$ cat src/rtl/apb_cfg_master_pkg.sv
// Shared types for the APB configuration master: FSM state encoding and the
// registered response record returned on the host response port.
package apb_master_pkg;

  typedef enum logic [1:0] {
    IDLE   = 2'd0,
    SETUP  = 2'd1,
    ACCESS = 2'd2,
    RESP   = 2'd3
  } apb_mst_state_e;

  localparam logic [31:0] RSP_ERR_RDATA = 32'h0;

  typedef struct packed {
    logic [31:0] rdata;
    logic        err;
    logic        timeout;
  } apb_mst_rsp_t;

endpackage

$ cat src/rtl/apb_cfg_master_timeout.sv
// ACCESS-phase wait-state counter; flags the last permitted wait cycle.
// Saturates instead of wrapping; a zero limit disables it entirely.
module apb_timeout_counter #(
  parameter int unsigned TIMEOUT_CYCLES = 256
) (
  input  logic clk_i,
  input  logic rst_i,
  input  logic clear_i,
  input  logic enable_i,
  output logic expired_o
);

  generate
    if (TIMEOUT_CYCLES == 0) begin : g_off
      logic unused_inputs;
      assign unused_inputs = ^{clk_i, rst_i, clear_i, enable_i};
      assign expired_o     = 1'b0;
    end else begin : g_cnt
      localparam int unsigned CW = $clog2(TIMEOUT_CYCLES + 1);
      localparam logic [CW-1:0] LAST = CW'(TIMEOUT_CYCLES - 1);
      localparam logic [CW-1:0] CAP  = CW'(TIMEOUT_CYCLES);

      logic [CW-1:0] cnt_q, cnt_d;

      always_comb begin
        cnt_d = cnt_q;
        if (clear_i) begin
          cnt_d = '0;
        end else if (enable_i && (cnt_q != CAP)) begin
          cnt_d = cnt_q + CW'(1);
        end
      end

      always_ff @(posedge clk_i) begin
        if (rst_i) begin
          cnt_q <= '0;
        end else begin
          cnt_q <= cnt_d;
        end
      end

      assign expired_o = enable_i && (cnt_q == LAST);
    end
  endgenerate

endmodule

$ cat src/rtl/apb_cfg_master.sv
// APB3 initiator: one outstanding host request becomes a SETUP/ACCESS transfer,
// with wait states, slave error, bus timeout and misaligned-address rejection.
module apb_cfg_master
  import apb_master_pkg::*;
#(
  parameter int unsigned APB_ADDR_WIDTH = 12,
  parameter int unsigned TIMEOUT_CYCLES = 256
) (
  input  logic                      HCLK,
  input  logic                      HRESET,
  input  logic                      req_valid_i,
  output logic                      req_ready_o,
  input  logic [APB_ADDR_WIDTH-1:0] req_addr_i,
  input  logic                      req_write_i,
  input  logic [31:0]               req_wdata_i,
  output logic                      rsp_valid_o,
  input  logic                      rsp_ready_i,
  output logic [31:0]               rsp_rdata_o,
  output logic                      rsp_err_o,
  output logic                      rsp_timeout_o,
  output logic [APB_ADDR_WIDTH-1:0] PADDR,
  output logic [31:0]               PWDATA,
  output logic                      PWRITE,
  output logic                      PSEL,
  output logic                      PENABLE,
  input  logic [31:0]               PRDATA,
  input  logic                      PREADY,
  input  logic                      PSLVERR
);

  apb_mst_state_e            state_q, state_d;
  logic [APB_ADDR_WIDTH-1:0] addr_q, addr_d;
  logic                      write_q, write_d;
  logic [31:0]               wdata_q, wdata_d;
  apb_mst_rsp_t              rsp_q, rsp_d;
  logic                      tmo_clear, tmo_enable, tmo_expired;

  assign tmo_enable = (state_q == ACCESS) && !PREADY;

  apb_timeout_counter #(
    .TIMEOUT_CYCLES(TIMEOUT_CYCLES)
  ) u_timeout (
    .clk_i    (HCLK),
    .rst_i    (HRESET),
    .clear_i  (tmo_clear),
    .enable_i (tmo_enable),
    .expired_o(tmo_expired)
  );

  // Bus address/data registers only load for aligned requests, so a rejected
  // misaligned request leaves the idle bus holding the previous transfer.
  always_comb begin
    state_d   = state_q;
    addr_d    = addr_q;
    write_d   = write_q;
    wdata_d   = wdata_q;
    rsp_d     = rsp_q;
    tmo_clear = 1'b0;
    case (state_q)
      IDLE: begin
        if (req_valid_i) begin
          if (req_addr_i[1:0] != 2'b00) begin
            rsp_d   = '{rdata: RSP_ERR_RDATA, err: 1'b1, timeout: 1'b0};
            state_d = RESP;
          end else begin
            addr_d    = req_addr_i;
            write_d   = req_write_i;
            wdata_d   = req_wdata_i;
            tmo_clear = 1'b1;
            state_d   = SETUP;
          end
        end
      end
      SETUP: state_d = ACCESS;
      ACCESS: begin
        if (PREADY) begin
          rsp_d.rdata   = (write_q || PSLVERR) ? RSP_ERR_RDATA : PRDATA;
          rsp_d.err     = PSLVERR;
          rsp_d.timeout = 1'b0;
          state_d       = RESP;
        end else if (tmo_expired) begin
          rsp_d   = '{rdata: RSP_ERR_RDATA, err: 1'b1, timeout: 1'b1};
          state_d = RESP;
        end
      end
      RESP: begin
        if (rsp_ready_i) begin
          state_d = IDLE;
        end
      end
      default: state_d = IDLE;
    endcase
  end

  always_ff @(posedge HCLK) begin
    if (HRESET) begin
      state_q <= IDLE;
      addr_q  <= '0;
      write_q <= 1'b0;
      wdata_q <= '0;
      rsp_q   <= '0;
    end else begin
      state_q <= state_d;
      addr_q  <= addr_d;
      write_q <= write_d;
      wdata_q <= wdata_d;
      rsp_q   <= rsp_d;
    end
  end

  assign req_ready_o   = (state_q == IDLE);
  assign rsp_valid_o   = (state_q == RESP);
  assign rsp_rdata_o   = rsp_q.rdata;
  assign rsp_err_o     = rsp_q.err;
  assign rsp_timeout_o = rsp_q.timeout;
  assign PSEL          = (state_q == SETUP) || (state_q == ACCESS);
  assign PENABLE       = (state_q == ACCESS);
  assign PADDR         = addr_q;
  assign PWRITE        = write_q;
  assign PWDATA        = wdata_q;

endmodule

$ cat config.mk
export PLATFORM = sky130hd
export DESIGN_NAME = apb_cfg_master
export DESIGN_NICKNAME = d
export VERILOG_FILES = /design/src/rtl/apb_cfg_master_pkg.sv /design/src/rtl/apb_cfg_master_timeout.sv /design/src/rtl/apb_cfg_master.sv
export SDC_FILE = /design/constraint.sdc
export NUM_CORES = 1
export LEC_CHECK = 0
export BUFFER_PORTS_ARGS = -buffer_cell sky130_fd_sc_hd__buf_2
export CORE_MARGIN = 10
export CORE_UTILIZATION = 47
export DETAILED_ROUTE_END_ITERATION = 10
export GPL_TIMING_DRIVEN = 0
export PLACE_DENSITY = 0.87
export SYNTH_ARGS = -nofsm -noshare
export SYNTH_HDL_FRONTEND = slang
export SYNTH_HIERARCHICAL = 1
export SYNTH_SLANG_ARGS = --single-unit
$ cat constraint.sdc
create_clock -name HCLK -period 2.7 [get_ports HCLK]
set_input_delay 0.135 -clock HCLK [delete_from_list [all_inputs] [get_ports HCLK]]
set_output_delay 0.135 -clock HCLK [all_outputs]
set_load 0.005 [all_outputs]
After elaboration in Yosys (flattened, before gate mapping)
Cells that the tools add are included.
Storage, ports and cells
  input port bits: 83
  register bits: 90
Cells by class
  bitwise gates (word level): 1
  eq/ne operators: 9
  add/sub/neg operators: 1
  reduce and logical (&&, ||, !) cells: 13
  mux-type cells: 15
Operators with widths (count)
  $mux 34: 4
  $pmux 34 s2: 1
  $mux 32: 1
  $mux 2: 5
  $add 9x1->9 const B: 1
  $eq 9x8->1 const B: 1
  $ne 9x9->1 const B: 1
  $pmux 2 s4: 1
  $reduce_and 3->1: 2
  $eq 2x2->1 const B: 2
  $ne 2x1->1 const B: 2
  $reduce_and 4->1: 1
  $reduce_bool 2->1: 2
  $logic_and 1x1->1: 3
  $mux 1: 3
  $ne 3x1->1 const B: 1
  $eq 2x1->1 const B: 1
  $logic_not 2->1: 1
  $logic_or 1x1->1: 2
  $ne 2x2->1 const B: 1
  $reduce_or 2->1: 1
  $logic_not 1->1: 1
  $not 1->1: 1

Depth between registers and ports, before layout
Gate-level depths: netlist (run 1).
  depth after elaboration: 6
  depth in mapped cells: 10
  depth with buffers taken out: 8

By module
The synthesis (run 1) kept the hierarchy.
By module, submodules not included
  apb_cfg_master: times used 1, area each 3253.1 µm², cells each 366
  apb_timeout_counter: times used 1, area each 473.0 µm², cells each 54

Worst setup path after synthesis (run 1)
No wires, ideal clock.
  path type: reg2reg
  start point: register state_q[0]
  end point: register rsp_q (netlist bit rsp_err_o)
  arrival: 2.017 ns
  buffers on the path: 1
  clock period less this slack: 2.137 ns
  data required time: 2.579 ns
  cell stages (with the launch flop): 9
  path slack: 0.563 ns
  cell sequence: dfxtp_1 inv_1 ha_1 nor2b_1 and2_1 nor3b_1 nor4_2 buf_6 mux2_2
On the way
  cells in the longest elaborated chain, start to end: 5
  elaborated cells on any way between the ends: 10
  classes of those cells: eq/ne: 4; mux: 1; reduce/logical: 5
RTL lines
  start, declared: RTL line apb_cfg_master.sv:31  | apb_mst_state_e state_q, state_d;
  start signal, assigned: RTL line apb_cfg_master.sv:103  | state_q <= state_d;
  $eq 2x2->1
  net PENABLE: RTL line apb_cfg_master.sv:25  | output logic PENABLE,
  $logic_and 1x1->1: RTL line apb_cfg_master.sv:38  | assign tmo_enable = (state_q == ACCESS) && !PREADY;
  $logic_and 1x1->1: RTL line apb_cfg_master_timeout.sv:42  | assign expired_o = enable_i && (cnt_q == LAST);
  net tmo_expired: RTL line apb_cfg_master.sv:36  | logic tmo_clear, tmo_enable, tmo_expired;
  $ne 3x1->1 (no line)
  $reduce_and 4->1 (no line)
  end signal, assigned: RTL line apb_cfg_master.sv:107  | rsp_q <= rsp_d;
  end, declared: RTL line apb_cfg_master.sv:35  | apb_mst_rsp_t rsp_q, rsp_d;
The timed path passes the listed nets, and every way through them passes these cells.
A chain may end at the register's enable or synchronous reset.

Final worst setup path (run 1)
  start point: register state_q[0]
  end point: register rsp_q (netlist bit rsp_err_o)
On the way
  cells in the longest elaborated chain, start to end: 5
  elaborated cells on any way between the ends: 10
  classes of those cells: eq/ne: 4; mux: 1; reduce/logical: 5
RTL lines (RTL line)
  $eq 2x2->1: apb_cfg_master.sv:38
  $logic_and 1x1->1: apb_cfg_master.sv:38
  $logic_and 1x1->1: apb_cfg_master_timeout.sv:42
  net tmo_expired: apb_cfg_master.sv:36
  $ne 3x1->1 (no line)
  $reduce_and 4->1 (no line)
The timed path passes the listed nets, and every way through them passes these cells.

==> results.cfg, run 1 <==
[sta]
fin_hold_ws_ns = 0.0192
slew_headroom_pct = 60.3
max_freq_mhz = 402
grt_setup_unrepaired = false
clock_skew_ns = 0.0114
hold_viol = 0
drv_slew = 0
setup_tns_ns = 0
min_period_over_period_pct = 92.1
period_minus_slack_ns = 2.49
setup-violations-final = 0
worst_slew_pin_slew_ns = 0.594

[clock_tree]
clkTransAtPathRegs_ns = 0.09
cts_tree = done
post_cts_buffers = 0
h-tree-depth = 3
cts_buffer_depth = 2
clkLatencyLatePin_ns = 0.35
ctsResizeCount = 0
clock-sinks = 90
root_buffer = clkbuf_8
cts_buffers = 9

[place]
post-dp-hpwl_um = 8730
dp.cells = 687
io_buffers = 165
place_congestion = 0.852

[drt]
drc = 0
wirelength_um = 11300
postRouteAntennaNets = 0
initialDrtViolationCount = 111
drt_first_pass_iters = 4
vias_per_cell = 5.00
vias = 3581
wire_per_inst_um = 15.8

[logic_synthesis]
synth_nets = 509
avgSynthCellArea_sq_um = 8.87
synth_cells = 420
synth_seq_area_share_pct = 48.4
synthArstFlopShare_pct = 0
synth_area_sq_mm = 0.00373
synth-edff-count = 0
synthFlopType = dfxtp_1
synthDistinctLibCells = 37
ys_ff_latch = 90
ys_warn_count = 6

[floorplanning]
die_y_um = 109
die_w_um = 109
start_util_pct = 48.2
dieArea_sq_mm = 0.0119
rows = 32
core_area_sq_mm = 0.00773
io_pins = 166

[critical_path]
cp_num_buf_inv = 2
crit_type = reg -> reg
start_kind = flop
path_cells = inv_1 -> ha_1 -> nor2b_1 -> and2_1 -> nor3b_1 -> nor4_2 -> buf_6 -> mux2_2
path_delay_family = simple AND/OR/NAND/NOR gates
critPathArrivalTime_ns = 2.73
required_ns = 2.94
crit_path_end_kind = flop
cp_max_fo = 9
max_stage_delay_ns = 0.54
slowest_stage = nor2b_1

[global_route]
grt_pass1_vias = 3817
grt_overflow = 0
antenna_found_initial = 0
grt_usage_pct = 18.4
grt_max_degree = 16
grt_pass1_wl_um = 17700

[outcome]
outcome = completed

[power_and_ir_drop]
vdd_drop_max_mv = 0.444
p_leak_uw = 0.00227
power_density_mw_per_mm2 = 715

[finish]
fillers = 641
area_delta_synth_final_pct = 35.4
final_common_cell = buf_2
drive_above_1_share_pct = 33.2
n_antenna_cell = 0
regArea_sq_mm = 0.00180
final_cells = 716
layout_common_cells = buf_2 (174), nand2_1 (93), dfxtp_1 (90), a21oi_1 (46)
multi_input_area_sq_mm = 0.00173
nNetsFinal = 698

[run]
drv_cap = 0

[min_path]
min_path_type = in -> reg
-- kinds of logic after synthesis --
group	count (synthesis)	share of synthesized area, %
AND/OR/NAND/NOR	196	26.3
buffers and inverters	35	5.34
flip-flops	90	48.4
XOR/XNOR	3	0.705
multiplexers	37	10.0
adder cells (fa/ha/maj)	6	2.01
AO/OA/AOI/OAI	53	7.29
-- worst register-to-register path: stages, from the launching register on --
cell and delay [ns]:
dfxtp_1 0.33, inv_1 0.09, ha_1 0.31, nor2b_1 0.54, and2_1 0.21, nor3b_1 0.06
nor4_2 0.28, buf_6 0.20, mux2_2 0.35
-- Yosys cell counts, types with 2 or more instances --
library cell / instances / share of area (%)
nand2_1: 93 / 9.4
nand2b_1: 35 / 5.9
mux2_2: 2 / 0.60
buf_2: 9 / 1.2
dfxtp_1: 90 / 48
nor2b_1: 2 / 0.34
nor3b_1: 4 / 0.81
mux2i_1: 35 / 9.4
ha_1: 6 / 2.0
or3_1: 3 / 0.50
clkbuf_1: 16 / 1.6
xor2_1: 2 / 0.47
o21ai_0: 4 / 0.54
nand3_1: 35 / 4.7
inv_1: 5 / 0.50
nor2_1: 9 / 0.91
nor4b_2: 2 / 0.81
nand4_1: 2 / 0.34
buf_12: 3 / 1.6
a21oi_1: 46 / 6.2
-- per-layer routing --
metal	part of all wire, %	vias to the layer above	routed length, um	GRT usage (%)
met5	0	-	0	0
met4	2.1	0	242	7.82
met3	13	19	1470	9.03
met2	46	157	5230	30.8
met1	39	1632	4380	19.2
li1	-	1773	-	-
-- flip-flops by register name, summed over array words and instances (netlist names) --
name	count
PADDR	12
rsp_timeout_o	1
state_q	2
rsp_err_o	1
PWDATA	32
u_timeout/g_cnt.cnt_q	9
rsp_rdata_o	32
PWRITE	1
-- final timing paths --
kind / from / slack (ns) / cells after the start / to
max: state_q[0]$_SDFFE_PP0P_ / 0.21 / 8 / rsp_err_o$_SDFFE_PP0P_
min: req_wdata_i[12] / 0.02 / 3 / PWDATA[12]$_SDFFE_PP0P_
max reg2reg: state_q[0]$_SDFFE_PP0P_ / 0.21 / 8 / rsp_err_o$_SDFFE_PP0P_
min reg2reg: PADDR[8]$_SDFFE_PP0P_ / 0.46 / 2 / PADDR[8]$_SDFFE_PP0P_
-- layout make-up --
| cell class | instances | share of cell area, % |
|---|---|---|
| Timing Repair Buffer | 178 | 18.9 |
| Clock buffer | 11 | 3.00 |
| Inverter | 6 | 0.446 |
| Clock inverter | 5 | 1.69 |
| Sequential cell | 90 | 35.7 |
| Multi-Input combinational cell | 295 | 34.2 |
| Tap cell | 102 | 2.53 |
| Buffer | 29 | 3.50 |
-- metrics by stage --
| stage | setup slack (ns) | area [sq um] | total power (uW) | util, % |
|---|---|---|---|---|
| global placement | 0.343 | 4680 | 2520 | 60.6 |
| global route | 0.0878 | 5050 | 3770 | 65.3 |
| finish | 0.214 | 5050 | 3610 | 65.3 |
| CTS | 0.203 | 5050 | 3630 | 65.3 |
| floorplan | 0.563 | 3730 | 2250 | - |
| detailed placement | 0.280 | 4680 | 2550 | 60.6 |
-- where the power goes --
group	internal [uW]	total, uW	switching, uW
clock network	577	1070	491
logic	547	1080	533
registers	1410	1460	49.0
-- repair_timing --
action | 4_1_cts | 5_1_grt
setup endpoints to repair | 0 | 0
hold buffers | 13 | 0
hold endpoints to repair | 13 | 0
Power figures use the tool's default switching activity.
==> run 2: changes to the inputs <==
- ABC_AREA: not set -> 1
- CORE_UTILIZATION: 47 -> 48
- MAX_ROUTING_LAYER: not set -> met4
- PLACE_DENSITY: 0.87 -> 0.88
- RECOVER_POWER: not set -> 50
==> run 2 against run 1 <==
Against the previous run:
- routed wire length shrank 0.74%
- design area shrank 1.5%
- sequential power grew 26%
- largest power group is now combinational logic
==> results.cfg, run 2 <==
[critical_path]
required_ns = 2.99
crit_type = reg -> reg
r2r_setup_slack_ns = 0.42
crit_path_end_kind = flop
start_kind = flop
max_stage_delay_ns = 0.39
path_common_cell = nand2_1
path_cells = ha_1 -> nand2_1 -> nor4_1 -> ha_1 -> nand2_1 -> inv_1 -> inv_1 -> nand3_1 -> nand2_1 -> nor2_2 -> buf_2 -> nor2_1 -> nor2_1
cp_max_fo = 10
reg2reg_depth = 13
critPathArrivalTime_ns = 2.57
slowest_stage = dfxtp_1
r2r-start = u_timeout/g_cnt.cnt_q[1]$_SDFFE_PP0P_
r2r_end = rsp_rdata_o[23]$_SDFFE_PP0P_

[global_route]
grt_usage_pct = 18.7
antenna_found_initial = 0
grt_overflow = 0
grt_pass1_vias = 3982
grt_pass1_wl_um = 17700
grt_max_degree = 18

[sta]
clock_skew_ns = 0.00944
setup-violations-final = 0
worst_slew_pin_slew_ns = 0.472
setup_ws_ns = 0.418
grt_setup_unrepaired = false
drv_slew = 0
hold_viol = 0
max_freq_mhz = 438
slew_headroom_pct = 68.5
min_period_over_period_pct = 84.5
period_minus_slack_ns = 2.28
setup_tns_ns = 0

[clock_tree]
h-tree-depth = 3
cts_buffers = 9
cts_tree = done
clock-sinks = 90
post_cts_buffers = 0
clkLatencyLatePin_ns = 0.36
clkTransAtPathRegs_ns = 0.10
root_buffer = clkbuf_8
cts_buffer_depth = 2

[power_and_ir_drop]
pwr-share-seq_pct = 38.3
vdd_drop_max_mv = 0.431
p_leak_uw = 0.00229
swShare_pct = 38.6
p_clk_share_pct = 21.8
p_int_uw = 2960
p_sw_uw = 1860
comb_power_share_pct = 39.9
power_density_mw_per_mm2 = 970

[drt]
postRouteAntennaNets = 0
wire_per_inst_um = 13.4
vias = 4016
initialDrtViolationCount = 132
drt_first_pass_iters = 5
wirelength_um = 11200
drc = 0
wl_met1_um = 4820
routed.top_layer = met4
vias_per_cell = 4.80
routed-wl-met3_um = 1120
wl_met2_um = 5120

[logic_synthesis]
synth_area_sq_mm = 0.00386
muxShareOfSynthArea_pct = 0
netlist_top_cells_count = nand2_1 (178), nor2_1 (93), dfxtp_1 (90), a21oi_1 (48), inv_1 (40)
synth_cells = 552
synthXorXnorAreaFrac_pct = 0.227
synth_seq_area_share_pct = 46.7
synthArstFlopShare_pct = 0
avgSynthCellArea_sq_um = 6.99
synthSimpleGateAreaFrac_pct = 34.9
ys_ff_latch = 90
synth_compound_area_share_pct = 7.29
synth_nets = 641
synthFlopType = dfxtp_1
ys_warn_count = 6
yosysMostFrequentCell = nand2_1
synth_fa_ha_area_share_pct = 1.94
yosys.area.top_type = dfxtp_1
yosys-top-cells-area = dfxtp_1 (47%), nand2_1 (17%), nor2_1 (9.0%)
synthDistinctLibCells = 26
synth_top_family_by_area = simple AND/OR/NAND/NOR gates
synth-edff-count = 0
synth_top_area_share_pct = 46.7

[place]
io_buffers = 165
place_congestion = 0.860
dp_slack_ns = 0.437
post-dp-hpwl_um = 9040

[min_path]
hold_depth = 3
min_to = PWDATA[5]$_SDFFE_PP0P_
min_path_type = in -> reg
worstHoldStart = req_wdata_i[5]

[finish]
drive_above_1_share_pct = 20.2
multi_input_area_sq_mm = 0.00171
layout_common_cells = nand2_1 (178), buf_2 (103), nor2_1 (93), dfxtp_1 (90), clkbuf_1 (79)
fillers = 702
regArea_sq_mm = 0.00180
area_delta_synth_final_pct = 28.7
final_common_cell = nand2_1
nNetsFinal = 818
n_antenna_cell = 0

[outcome]
outcome = completed

[floorplanning]
die_y_um = 110
io_pins = 166
die_w_um = 110
dieArea_sq_mm = 0.0120
start_util_pct = 49.7
core_area_sq_mm = 0.00777
rows = 32

[run]
drv_cap = 0
==> run 2: metrics by stage <==
| stage | hold WS [ns] | power (uW) | util, % | cells | area [sq um] |
|---|---|---|---|---|---|
| floorplan | 0.278 | 3150 | - | 552 | 3860 |
| global placement | 0.382 | 3790 | 62.0 | 819 | 4810 |
| detailed placement | 0.390 | 3860 | 62.0 | 819 | 4810 |
| CTS | 0.00502 | 4910 | 65.1 | 836 | 5060 |
| global route | 0.0122 | 5200 | 64.0 | 836 | 4970 |
| finish | 0.0151 | 4820 | 64.0 | 836 | 4970 |
==> run 2: worst max-delay path: cells and delay by family (launching register included) <==
family / cells / cell delay, ns
adders and majority gates: 2 / 0.44
buffers and inverters: 3 / 0.37
DFF: 1 / 0.39
and+or+nand+nor: 8 / 1.02
==> run 2: timing repair <==
action	in CTS	in global routing
hold buffers	1	0
resized for setup	0	0
endpoints found under the hold margin	1	0
==> run 2: layout make-up <==
type | count | area share, %
plain buffers | 29 | 3.37
clock buffers | 9 | 2.49
clock inverters | 7 | 2.17
inverters | 47 | 3.58
multi-input cells | 386 | 34.5
flip-flops and latches | 90 | 36.3
well taps | 102 | 2.57
repair buffers | 166 | 15.1
==> run 2: cells by family after synthesis <==
| kind of cell | after synthesis |
|---|---|
| buffers and inverters | 76 |
| adders and majority gates | 6 |
| DFF | 90 |
| xor gates and xnor gates | 1 |
| and+or+nand+nor | 325 |
| AOI/OAI and AO/OA | 54 |
==> run 2: worst max path at each step <==
stage                                   end                                   from
2_1_floorplan   rsp_rdata_o[5]$_SDFFE_PP0P_  u_timeout/g_cnt.cnt_q[0]$_SDFFE_PP0P_
5_1_grt         rsp_rdata_o[7]$_SDFFE_PP0P_  u_timeout/g_cnt.cnt_q[0]$_SDFFE_PP0P_
3_3_place_gp   rsp_rdata_o[25]$_SDFFE_PP0P_  u_timeout/g_cnt.cnt_q[0]$_SDFFE_PP0P_
6_report       rsp_rdata_o[23]$_SDFFE_PP0P_  u_timeout/g_cnt.cnt_q[1]$_SDFFE_PP0P_
3_5_place_dp   rsp_rdata_o[23]$_SDFFE_PP0P_  u_timeout/g_cnt.cnt_q[1]$_SDFFE_PP0P_
4_1_cts        rsp_rdata_o[23]$_SDFFE_PP0P_  u_timeout/g_cnt.cnt_q[1]$_SDFFE_PP0P_
==> run 2: power by group through the flow <==
stage | clock network [uW] | logic (uW) | registers (uW)
floorplan | 0 | 1280 | 1880
global placement | 0 | 1950 | 1840
detailed placement | 0 | 2000 | 1860
CTS | 1070 | 2010 | 1830
global route | 1120 | 2200 | 1880
finish | 1050 | 1920 | 1840
==> run 2: layer usage <==
metal	vias up	GRT usage, %
li1	2055	-
met1	1772	21.6
met2	170	30.1
met3	19	5.56
met4	0	6.88
met5	-	-
